File: src/rtl/div_pkg.sv
// Shared types and sizing helpers for the iterative divider.
package div_pkg;

  typedef enum logic [1:0] {
    IDLE,
    BUSY,
    FIXUP,
    DONE
  } div_state_e;

  localparam int DIV_W_MIN = 4;
  localparam int DIV_W_MAX = 64;

  function automatic int div_cnt_w(input int w);
    return $clog2(w + 1);
  endfunction

endpackage

File: src/rtl/div_lzc.sv
// Parametrised leading-zero counter; an all-zero input returns WIDTH.
module div_lzc
  import div_pkg::*;
#(
  parameter int WIDTH = 32
) (
  input  logic [WIDTH-1:0]            d_i,
  output logic [div_cnt_w(WIDTH)-1:0] cnt_o
);

  localparam int CW = div_cnt_w(WIDTH);

  // Scan upward so the highest set bit decides the count.
  always_comb begin
    cnt_o = CW'(WIDTH);
    for (int i = 0; i < WIDTH; i++) begin
      if (d_i[i]) cnt_o = CW'(WIDTH - 1 - i);
    end
  end

endmodule

File: src/rtl/div_iter.sv
// Iterative radix-2 restoring divider, signed/unsigned, divide-by-zero flag.
// DIV_EARLY_EXIT_EN skips the dividend's leading zeros to shorten latency.
module div_iter
  import div_pkg::*;
#(
  parameter int WIDTH = 32
) (
  input  logic                 clk,
  input  logic                 rst,
  input  logic                 signed_div_i,
  input  logic                 start_i,
  input  logic                 annul_i,
  input  logic [WIDTH-1:0]     opdata1_i,
  input  logic [WIDTH-1:0]     opdata2_i,
  output logic [2*WIDTH-1:0]   result_o,
  output logic                 ready_o,
  output logic                 busy_o,
  output logic                 dbz_o
);

  localparam int CW = div_cnt_w(WIDTH);

  div_state_e         state_q, state_d;
  logic [WIDTH-1:0]   rem_q, rem_d;
  logic [WIDTH-1:0]   quo_q, quo_d;
  logic [WIDTH-1:0]   dvs_q, dvs_d;
  logic [CW-1:0]      cnt_q, cnt_d;
  logic               s1_q, s1_d;
  logic               s2_q, s2_d;
  logic [2*WIDTH-1:0] res_q, res_d;
  logic               rdy_q, rdy_d;
  logic               dbz_q, dbz_d;

  logic               a_neg, b_neg;
  logic [WIDTH-1:0]   a_mag, b_mag, a_shift;
  logic [CW-1:0]      steps;
  logic [WIDTH:0]     part, diff;
  logic               ge;
  logic [WIDTH-1:0]   q_fix, r_fix;

  assign a_neg = signed_div_i & opdata1_i[WIDTH-1];
  assign b_neg = signed_div_i & opdata2_i[WIDTH-1];
  assign a_mag = a_neg ? -opdata1_i : opdata1_i;
  assign b_mag = b_neg ? -opdata2_i : opdata2_i;

`ifdef DIV_EARLY_EXIT_EN
  logic [CW-1:0] lz;

  div_lzc #(.WIDTH(WIDTH)) u_lzc (
    .d_i   (a_mag),
    .cnt_o (lz)
  );

  assign a_shift = a_mag << lz;
  assign steps   = (lz == CW'(WIDTH)) ? CW'(1) : CW'(WIDTH) - lz;
`else
  assign a_shift = a_mag;
  assign steps   = CW'(WIDTH);
`endif

  // Shift-then-subtract; the borrow bit of diff selects the quotient bit.
  assign part  = {rem_q, quo_q[WIDTH-1]};
  assign diff  = part - {1'b0, dvs_q};
  assign ge    = ~diff[WIDTH];
  assign q_fix = (s1_q ^ s2_q) ? -quo_q : quo_q;
  assign r_fix = s1_q ? -rem_q : rem_q;

  always_comb begin
    state_d = state_q;
    rem_d   = rem_q;
    quo_d   = quo_q;
    dvs_d   = dvs_q;
    cnt_d   = cnt_q;
    s1_d    = s1_q;
    s2_d    = s2_q;
    res_d   = res_q;
    rdy_d   = rdy_q;
    dbz_d   = dbz_q;
    unique case (state_q)
      IDLE: begin
        if (start_i && !annul_i) begin
          if (opdata2_i == '0) begin
            res_d   = {opdata1_i, {WIDTH{1'b1}}};
            rdy_d   = 1'b1;
            dbz_d   = 1'b1;
            state_d = DONE;
          end else begin
            rem_d   = '0;
            quo_d   = a_shift;
            dvs_d   = b_mag;
            s1_d    = a_neg;
            s2_d    = b_neg;
            cnt_d   = steps;
            state_d = BUSY;
          end
        end
      end
      BUSY: begin
        rem_d = ge ? diff[WIDTH-1:0] : part[WIDTH-1:0];
        quo_d = {quo_q[WIDTH-2:0], ge};
        cnt_d = cnt_q - CW'(1);
        if (cnt_q == CW'(1)) state_d = FIXUP;
      end
      FIXUP: begin
        res_d   = {r_fix, q_fix};
        rdy_d   = 1'b1;
        state_d = DONE;
      end
      DONE: begin
        if (!start_i) begin
          res_d   = '0;
          rdy_d   = 1'b0;
          dbz_d   = 1'b0;
          state_d = IDLE;
        end
      end
      default: state_d = IDLE;
    endcase
    if (annul_i && state_q != IDLE) begin
      state_d = IDLE;
      res_d   = '0;
      rdy_d   = 1'b0;
      dbz_d   = 1'b0;
      cnt_d   = '0;
    end
  end

  always_ff @(posedge clk or negedge rst) begin
    if (!rst) begin
      state_q <= IDLE;
      rem_q   <= '0;
      quo_q   <= '0;
      dvs_q   <= '0;
      cnt_q   <= '0;
      s1_q    <= 1'b0;
      s2_q    <= 1'b0;
      res_q   <= '0;
      rdy_q   <= 1'b0;
      dbz_q   <= 1'b0;
    end else begin
      state_q <= state_d;
      rem_q   <= rem_d;
      quo_q   <= quo_d;
      dvs_q   <= dvs_d;
      cnt_q   <= cnt_d;
      s1_q    <= s1_d;
      s2_q    <= s2_d;
      res_q   <= res_d;
      rdy_q   <= rdy_d;
      dbz_q   <= dbz_d;
    end
  end

  assign result_o = res_q;
  assign ready_o  = rdy_q;
  assign dbz_o    = dbz_q;
  assign busy_o   = (state_q == BUSY) || (state_q == FIXUP);

endmodule

File: config.mk
export PLATFORM = sky130hd
export DESIGN_NAME = div_iter
export DESIGN_NICKNAME = d
export VERILOG_FILES = /design/src/rtl/div_pkg.sv /design/src/rtl/div_lzc.sv /design/src/rtl/div_iter.sv
export SDC_FILE = /design/constraint.sdc
export NUM_CORES = 1
export LEC_CHECK = 0
export ABC_AREA = 1
export BUFFER_PORTS_ARGS = -buffer_cell sky130_fd_sc_hd__clkbuf_2
export CELL_PAD_IN_SITES_DETAIL_PLACEMENT = 0
export CELL_PAD_IN_SITES_GLOBAL_PLACEMENT = 1
export CORE_MARGIN = 1
export CORE_UTILIZATION = 38
export DETAILED_ROUTE_END_ITERATION = 8
export PLACE_DENSITY = 0.78
export SLEW_MARGIN = 40
export SYNTH_ARGS = -nofsm -noshare
export SYNTH_HDL_FRONTEND = slang
export SYNTH_SLANG_ARGS = --single-unit
File: constraint.sdc
create_clock -name clk -period 2.4 [get_ports clk]
set_input_delay 0.12 -clock clk [delete_from_list [all_inputs] [get_ports clk]]
set_output_delay 0.12 -clock clk [all_outputs]
set_load 0.02 [all_outputs]
==> results.toml, run 1 <==
[status]
status = "finished clean"

[global_routing]
use_met3_pct = 3.02
overflow = 0
grt_util_met2_pct = 45.4
grt.total_usage_pct = 26.0
grt_first_pass_wirelength_um = 76900
use_met1_pct = 33.0
grt_busiest_layer = "met2"
antenna_found_initial = 0
grt_pass1_vias = 14300
grt_max_degree = 60

[synthesis]
synth.area.top_cells = "dfrtp_1 30%, nand2_1 23%, inv_1 8.1%"
synth_top_area_share_pct = 30.5
synthCells = 2305
syn_area_per_cell_um2 = 6.13
ys_types = 50
ys_warn_count = 0
yosys_most_used_dff = "dfrtp_1"
syn_area_mm2 = 0.0141
synth_area_leader_cell = "dfrtp_1"
synth_nets = 2417
synth_enable_flop_cells = 0
async_reset_ff_share_pct = 100
synth_seq_area_share_pct = 30.5
ys_seq_elements = 172

[route]
wl_per_cell_um = 16.7
antenna_left = 0
drt_pass1_iterations = 6
drtIter0Drc = 1009
dr_total_vias = 15000
drt_drc_violations_left = 0
vias_per_cell = 5.09
drt_wl_total_um = 49300

[sta]
worst_slack_ns = 0.0676
period_share_pct = 97.2
hold_viol = 0
tightest_slew_ns = 0.727
finalSetupViolations = 0
drv_slew = 0
clock_skew_ns = 0.0152
fmax_mhz = 429
finalCriticalPeriod_ns = 2.33
slew_headroom_pct = 51.0

[finish]
layout.nets = 2587
drive_gt1_share_pct = 13.2
n_antenna_cell = 0
nFillCells = 3948
layout_common_cells = "846 x nand2_1, 298 x inv_1, 227 x nand3_1, 187 x nor2_1, 172 x dfrtp_1"
layout_commonest_cell = "nand2_1"
area_delta_synth_final_pct = 18.2
finish.instance_area_mm2 = 0.0167

[flow_run]
maxCapViolations = 0

[place]
dp_slack_ns = 0.0260
gp_congestion = 0.937
post_dp_cell_area_mm2 = 0.0157
dpl.hpwl_um = 39600
portBuffers = 135

[hold_path]
holdCritPathClass = "primary input to flop"

[power_and_ir_drop]
powerDensity_mw_per_mm2 = 1110
p_leak_nw = 9.10
max-vdd-ir-drop_mv = 0.607

[critical_path]
cp_max_fo = 7
cp-start-kind = "flop"
crit_path_end_kind = "flop"
crit_required_ns = 2.79
critPathKind = "flop to flop"
crit_arrival_ns = 2.72

[die]
rows = 70
fp.dieW_um = 195
core_mm2 = 0.0366
die_area_mm2 = 0.0380
start_util_pct = 38.6
io_pins = 136
die_y_um = 195

[cts]
clock-sinks = 172
cts_buffers = 17
clock_path_buffers = 2
worstSkewPairLatency_ns = 0.46
htree_levels = 4
cts_tree = "built"
cts.clk_slew.worst_paths_ns = 0.07
root_buffer = "clkbuf_16"
==> critical path, cell delays in order, from the launching register on <==
cell and delay (ns):
dfrtp_1 0.43, ha_2 0.35, nand2_1 0.07, nand2_1 0.09, inv_1 0.07, nand2_1 0.06, inv_1 0.05, nand2_1 0.10
a21oi_4 0.23, buf_4 0.16, nand3_4 0.17, clkbuf_16 0.22, nand3_1 0.09, nand3_1 0.09, nand2_1 0.08
==> metrics by stage <==
stage / power, mW / utilization [%] / cells / TNS (ns) / hold slack [ns]
floorplan: 12.0 / - / 2305 / 0 / -0.176
global placement: 15.4 / 42.8 / 2913 / 0 / 0.122
detailed placement: 15.5 / 42.8 / 2913 / 0 / 0.117
CTS: 18.3 / 44.5 / 2948 / 0 / 0.00343
global route: 20.1 / 45.6 / 2955 / -0.166 / 0.0345
finish: 18.5 / 45.6 / 2955 / 0 / 0.0185
==> what timing repair did <==
item	in CTS	in global routing
hold buffers	4	0
hold endpoints to repair	51	0
setup buffers	0	4
gates resized for setup	2	64
cloned	0	3
endpoints found under the setup margin	1	46
pin swaps	0	6
==> cell type report <==
cell class                      instances  area (um2)  share of cell area [%]
Tap cell                              468         586                    3.51
Timing Repair Buffer                  219        1460                    8.74
Multi-Input combinational cell       1756        8630                    51.7
Clock inverter                         10        93.8                   0.562
Sequential cell                       172        4300                    25.8
Clock buffer                           21         460                    2.76
Inverter                              309        1160                    6.95
==> registers in the layout, indices dropped and copies added, names as in the netlist <==
signal	count
result_o	64
dvs_q	32
quo_q	32
rem_q	32
cnt_q	6
state_q	2
dbz_o	1
ready_o	1
s1_q	1
s2_q	1
==> path summary, 6_finish.rpt <==
kind,start,slack (ns),depth (start not counted),end
min,opdata2_i[30],0.02,4,dvs_q[30]
max reg2reg,rem_q[22],0.07,14,rem_q[12]
min reg2reg,result_o[29],0.48,2,result_o[29]
max in group asynchronous,rst,1.50,3,dvs_q[15]
min in group asynchronous,rst,0.20,2,quo_q[1]
max,rem_q[22],0.07,14,rem_q[12]
==> synth_stat cells (19+ instances only) <==
library cell and instances:
nand4_1 27, xor2_1 38, dfrtp_1 172, inv_1 305
a21oi_1 74, nand2_1 852, ha_1 42, o21ai_0 150
clkbuf_1 29, nand3_1 227, nor3_1 23, nor2_1 196
buf_2 26, nand3b_1 19
==> per-layer routing <==
layer	vias up	part of all wire [%]	wire length, um
li1	7665	-	-
met1	6949	45	22000
met2	354	49	23900
met3	68	3.8	1850
met4	0	3.2	1560
met5	-	0	0
==> power breakdown <==
group / total, mW / switching, mW / internal (mW)
Clock: 2.69 / 1.22 / 1.47
Combinational: 11.0 / 7.47 / 3.49
Sequential: 4.84 / 0.794 / 4.05
Total: 18.5 / 9.48 / 9.02
==> cells by family after synthesis <==
group                    count (synthesis)  synth area share, %
buffers and inverters                  378                 10.7
AND/OR/NAND/NOR                       1381                 40.9
AO/OA/AOI/OAI                          282                 11.0
flip-flops                             172                 30.5
XOR/XNOR                                49                 3.04
adder cells (fa/ha/maj)                 43                 3.86
Note: power is estimated with default switching activity, not from simulation.
==> inputs of run 2 (changes only) <==
- REMOVE_ABC_BUFFERS: default -> 1
==> run 2 against run 1 <==
Largest cell class unchanged. Worst hold slack lost 0.014 ns. Count of clock-buffer cells in the layout shrank 1. Fmax grew 2.4%. Non-clock buffer count shrank 5. Global-route usage grew 0.14 points. Sequential cell count is the same. Clock power grew 7.4%. Total power grew 1.2%. Wire length grew 0.59%. Largest power group unchanged. Critical endpoint is now rem_q[1].
==> results.toml, run 2 (same netlist as run 1, synthesis figures left out) <==
[route]
vias_per_cell = 5.11
dr_total_vias = 15100
antenna_left = 0
drt_drc_violations_left = 0
drt_wl_total_um = 49600
drtIter0Drc = 862
drt_pass1_iterations = 5
wl_per_cell_um = 16.8

[sta]
hold_viol = 0
drv_slew = 0
clock_skew_ns = 0.0122
slew_headroom_pct = 63.6
finalSetupViolations = 0
period_share_pct = 94.9
finalCriticalPeriod_ns = 2.28
fmax_mhz = 439
finalSetupTns_ns = 0
tightest_slew_ns = 0.540

[critical_path]
r2r_cells = 14
cp_max_fo = 16
crit_arrival_ns = 2.62
max_stage_delay_ns = 0.44
cp_common_cell = "nand2_1"
worstPathCellList = "ha_1 -> nand2_1 -> inv_1 -> nand2_1 -> nand2_1 -> nand2_1 -> nand2_1 -> a21oi_4 -> nand2_4 -> nand2_4 -> buf_12 -> nand3_1 -> nand3_1 -> nand2_1"
slowest_stage = "dfrtp_1"
cp-start-kind = "flop"
critPathKind = "flop to flop"
crit_path_end_kind = "flop"
crit_required_ns = 2.74

[cts]
clock_path_buffers = 2
clock-sinks = 172
worstSkewPairLatency_ns = 0.46
root_buffer = "clkbuf_16"
htree_levels = 4
cts_buffers = 17
cts.clk_slew.worst_paths_ns = 0.07
cts_tree = "built"

[die]
die_area_mm2 = 0.0380
core_mm2 = 0.0366
die_y_um = 195
rows = 70
fp.dieW_um = 195
io_pins = 136
start_util_pct = 38.6

[finish]
largest_reg_flops = 64
regArea_mm2 = 0.00430
nFillCells = 3948
stdcell_count = 2950
layout_common_cells = "848 x nand2_1, 299 x inv_1, 227 x nand3_1, 192 x nor2_1, 172 x dfrtp_1"
drive_gt1_share_pct = 12.7
finish.instance_area_mm2 = 0.0166
area_delta_synth_final_pct = 17.4
post-route-util_pct = 45.3
multiInputGateArea_mm2 = 0.00854
layout_commonest_cell = "nand2_1"
n_antenna_cell = 0
layout.nets = 2581

[power_and_ir_drop]
finalPower_mw = 18.7
max-vdd-ir-drop_mv = 0.653
powerDensity_mw_per_mm2 = 1130
p_leak_nw = 9.10

[global_routing]
overflow = 0
antenna_found_initial = 0
grt_pass1_vias = 14400
grt_first_pass_wirelength_um = 77600
grt.total_usage_pct = 26.1
grt_max_degree = 84

[hold_path]
holdCritPathClass = "primary input to flop"
hold_depth = 4

[place]
dpl.hpwl_um = 39500
gp_congestion = 0.937
dpl.cell_count = 2911
post_dp_cell_area_mm2 = 0.0157
portBuffers = 135

[flow_run]
maxCapViolations = 0

[status]
status = "finished clean"
run 2: changes by cell type in the layout (fill, tap and decap cells not counted), moves of 3 or more:
cell	delta
ha_2	+4
nor2_1	+5
ha_4	-6
buf_4	-3
nor2_2	-5
run 2: path summary, 6_finish.rpt:
check | start | endpoint | slack [ns]
max in group asynchronous | rst | dvs_q[10] | 1.47
worst min-delay path | opdata2_i[27] | dvs_q[27] | 0.005
worst max-delay path | rem_q[17] | rem_q[1] | 0.12
worst max register to register | rem_q[17] | rem_q[1] | 0.12
min in group asynchronous | rst | result_o[7] | 0.12
worst min register to register | result_o[3] | result_o[3] | 0.48
run 2: worst max-delay path: cells and delay by family, from the launching register on:
family | cells | cell delay (ns)
fa+ha+maj | 1 | 0.38
buf+inv | 2 | 0.19
flops | 1 | 0.44
compound gates | 1 | 0.28
simple gates | 10 | 0.84
run 2: repair_timing:
action / in CTS / in global routing
hold endpoints to repair: 92 / 0
setup endpoints to repair: 17 / 43
gates resized for setup: 7 / 46
buffers inserted: 0 / 2
pin swaps: 0 / 1
cloned: 0 / 1
hold buffers: 4 / 0
run 2: final cells by class:
cell class / count / share of cell area, %
Inverter: 309 / 6.99
Timing Repair Buffer: 214 / 8.47
Sequential cell: 172 / 26.0
Clock inverter: 12 / 0.822
Clock buffer: 20 / 2.75
Multi-Input combinational cell: 1755 / 51.5
Tap cell: 468 / 3.53
run 2: report_power, final:
| group | leakage [nW] | switching, mW | internal, mW |
|---|---|---|---|
| Sequential | 2.19 | 0.781 | 4.05 |
| Combinational | 6.62 | 7.51 | 3.51 |
| Clock | 0.283 | 1.29 | 1.59 |
| Total | 9.10 | 9.58 | 9.15 |
run 2: metal layers:
layer	vias to the layer above	share of wire [%]	track usage [%]
li1	7651	-	-
met3	75	3.4	2.90
met4	0	3.1	9.24
met5	-	0	0
met2	352	48	45.1
met1	6987	45	33.7
run 2: per-stage QoR:
stage,hold WS (ns),setup WS (ns)
6_report,0.00476,0.123
5_1_grt,0.0310,-0.0137
4_1_cts,0.00182,0.00179
3_5_place_dp,0.0355,-0.0287
3_3_place_gp,0.0310,0.0579
2_1_floorplan,-0.176,-1.76
==> inputs of run 3 (changes only) <==
- CORE_ASPECT_RATIO: default -> 1.25
==> run 3 against run 2 <==
Global-route usage decreased by 0.62 points. Die area barely moved. Non-clock buffer count is 29 higher. Sequential cell count unchanged. Fmax increased by 0.28%. Critical endpoint is now rem_q[29]. Highest routed layer unchanged.
==> results.toml, run 3 (same netlist as run 1, synthesis figures left out) <==
[finish]
drive_gt1_share_pct = 13.5
layout_commonest_cell = "nand2_1"
largest_reg_flops = 64
area_delta_synth_final_pct = 20.3
n_antenna_cell = 0
post-route-util_pct = 46.6
layout_common_cells = "847 x nand2_1, 303 x inv_1, 220 x nand3_1, 191 x nor2_1, 172 x dfrtp_1"
stdcell_count = 2994
layout.nets = 2613

[cts]
cts.clk_slew.worst_paths_ns = 0.07
worstSkewPairLatency_ns = 0.46
clock-sinks = 172
htree_levels = 4
clock_path_buffers = 2
cts_buffers = 17
root_buffer = "clkbuf_16"
cts_tree = "built"

[hold_path]
holdCritPathClass = "primary input to flop"
min_from = "opdata2_i[17]"
hold_depth = 3
holdPathEnd = "dvs_q[17]"

[critical_path]
r2r_slack_ns = 0.13
cp_common_cell = "nand2_1"
crit_required_ns = 2.79
crit_arrival_ns = 2.66
max_stage_delay_ns = 0.41
critPathKind = "flop to flop"
path_buf_inv = 3
slowest_stage = "dfrtp_1"
cp_max_fo = 7
reg2reg_to = "rem_q[29]"
crit_family = "simple AND/OR/NAND/NOR gates"
worstReg2RegStart = "rem_q[11]"
crit_path_end_kind = "flop"
cp-start-kind = "flop"
r2r_cells = 13
worstPathCellList = "ha_1 -> nand2_1 -> inv_1 -> nand2_1 -> inv_1 -> a21oi_2 -> nand2_2 -> nand2_4 -> nand3_4 -> clkbuf_16 -> nand3_1 -> nand3_1 -> nand2_1"

[power_and_ir_drop]
powerDensity_mw_per_mm2 = 1100
p_leak_nw = 9.34
max-vdd-ir-drop_mv = 0.628

[global_routing]
overflow = 0
grt_first_pass_wirelength_um = 75300
antenna_found_initial = 0
grt_pass1_vias = 14300
grt.total_usage_pct = 25.5
grt_max_degree = 67

[sta]
rsz0062_at_grt = "true"
clock_skew_ns = 0.0111
worst_slack_ns = 0.129
drv_slew = 0
fmax_mhz = 440
hold_viol = 0
period_share_pct = 94.6
tightest_slew_ns = 0.683
finalSetupViolations = 0
slew_headroom_pct = 54.5
finalCriticalPeriod_ns = 2.27

[place]
dpl.cell_count = 2944
dpl.hpwl_um = 38600
gp_congestion = 0.989
dp_slack_ns = -0.0692
portBuffers = 135

[route]
drt_drc_violations_left = 0
antenna_left = 0
drt_pass1_iterations = 5
wl_per_cell_um = 16.0
drt_wl_total_um = 47900
vias_per_cell = 5.00
drtIter0Drc = 892
dr_total_vias = 15000

[die]
io_pins = 136
start_util_pct = 38.7
core_mm2 = 0.0365
rows = 78
fp.dieW_um = 174
die_area_mm2 = 0.0380
die_y_um = 218

[flow_run]
maxCapViolations = 0

[status]
status = "finished clean"
==> run 3: cell types whose count changed in the layout (fill, tap and decap cells not counted), moves of 6 or more <==
cell / change
ha_1: +8
ha_2: -10
nand3_2: +8
buf_4: +23
inv_6: +6
nand3_1: -7
==> run 3: tightest hold or removal path: cells and delay by family <==
kind	cells	cell delay, ns
compound gates	1	0.12
xor+xnor	1	0.06
buf+inv	1	0.11
==> run 3: worst max-delay path by stage <==
stage	end	slack (ns)	depth (start not counted)	startpoint
after floorplan	rem_q[0]	-1.76	8	state_q[1]
after global placement	rem_q[1]	0.02	17	quo_q[31]
after detailed placement	rem_q[5]	-0.07	17	quo_q[31]
after CTS	rem_q[6]	-0.02	17	quo_q[31]
after global routing	rem_q[23]	-0.04	13	rem_q[7]
final	rem_q[29]	0.13	13	rem_q[11]
==> run 3: power by group <==
| part | internal, mW | switching (mW) |
|---|---|---|
| sequential | 4.05 | 0.804 |
| combinational | 3.61 | 7.26 |
| clock | 1.77 | 1.30 |
| total | 9.42 | 9.37 |
==> run 3: per-stage QoR <==
stage / hold WS, ns / setup TNS (ns) / power [mW] / instance area, um2
floorplan: -0.176 / -105.57 / 11.6 / 13800
global placement: 0.168 / 0 / 15.4 / 15900
detailed placement: 0.178 / -1.50 / 15.6 / 15900
CTS: 0.00114 / -0.164 / 18.7 / 16600
global route: 0.0314 / -0.223 / 20.5 / 17000
finish: 0.00566 / 0 / 18.8 / 17000
==> run 3: per-layer routing <==
metal,up-vias,wire length (um),GRT usage [%]
li1,7732,-,-
met1,6809,20100,29.2
met2,319,24400,46.8
met3,97,1230,2.16
met4,0,2180,13.7
met5,-,0,0
==> run 3: final cells by class <==
| class | instances | area (um2) |
|---|---|---|
| fill | 3933 | 19500 |
| multi-input combinational | 1758 | 8630 |
| sequential | 172 | 4300 |
| timing repair buffer | 243 | 1680 |
| inverter | 309 | 1160 |
| tap | 480 | 601 |
| clock buffer | 18 | 429 |
| clock inverter | 14 | 204 |
==> run 3: timing repair <==
action                                  4_1_cts  5_1_grt
hold buffers                                  8        0
hold endpoints to repair                     65        0
resized for setup                             6       41
pin swaps                                     1       21
cloned                                        1        4
setup buffers                                 0        5
endpoints found under the setup margin       33       40
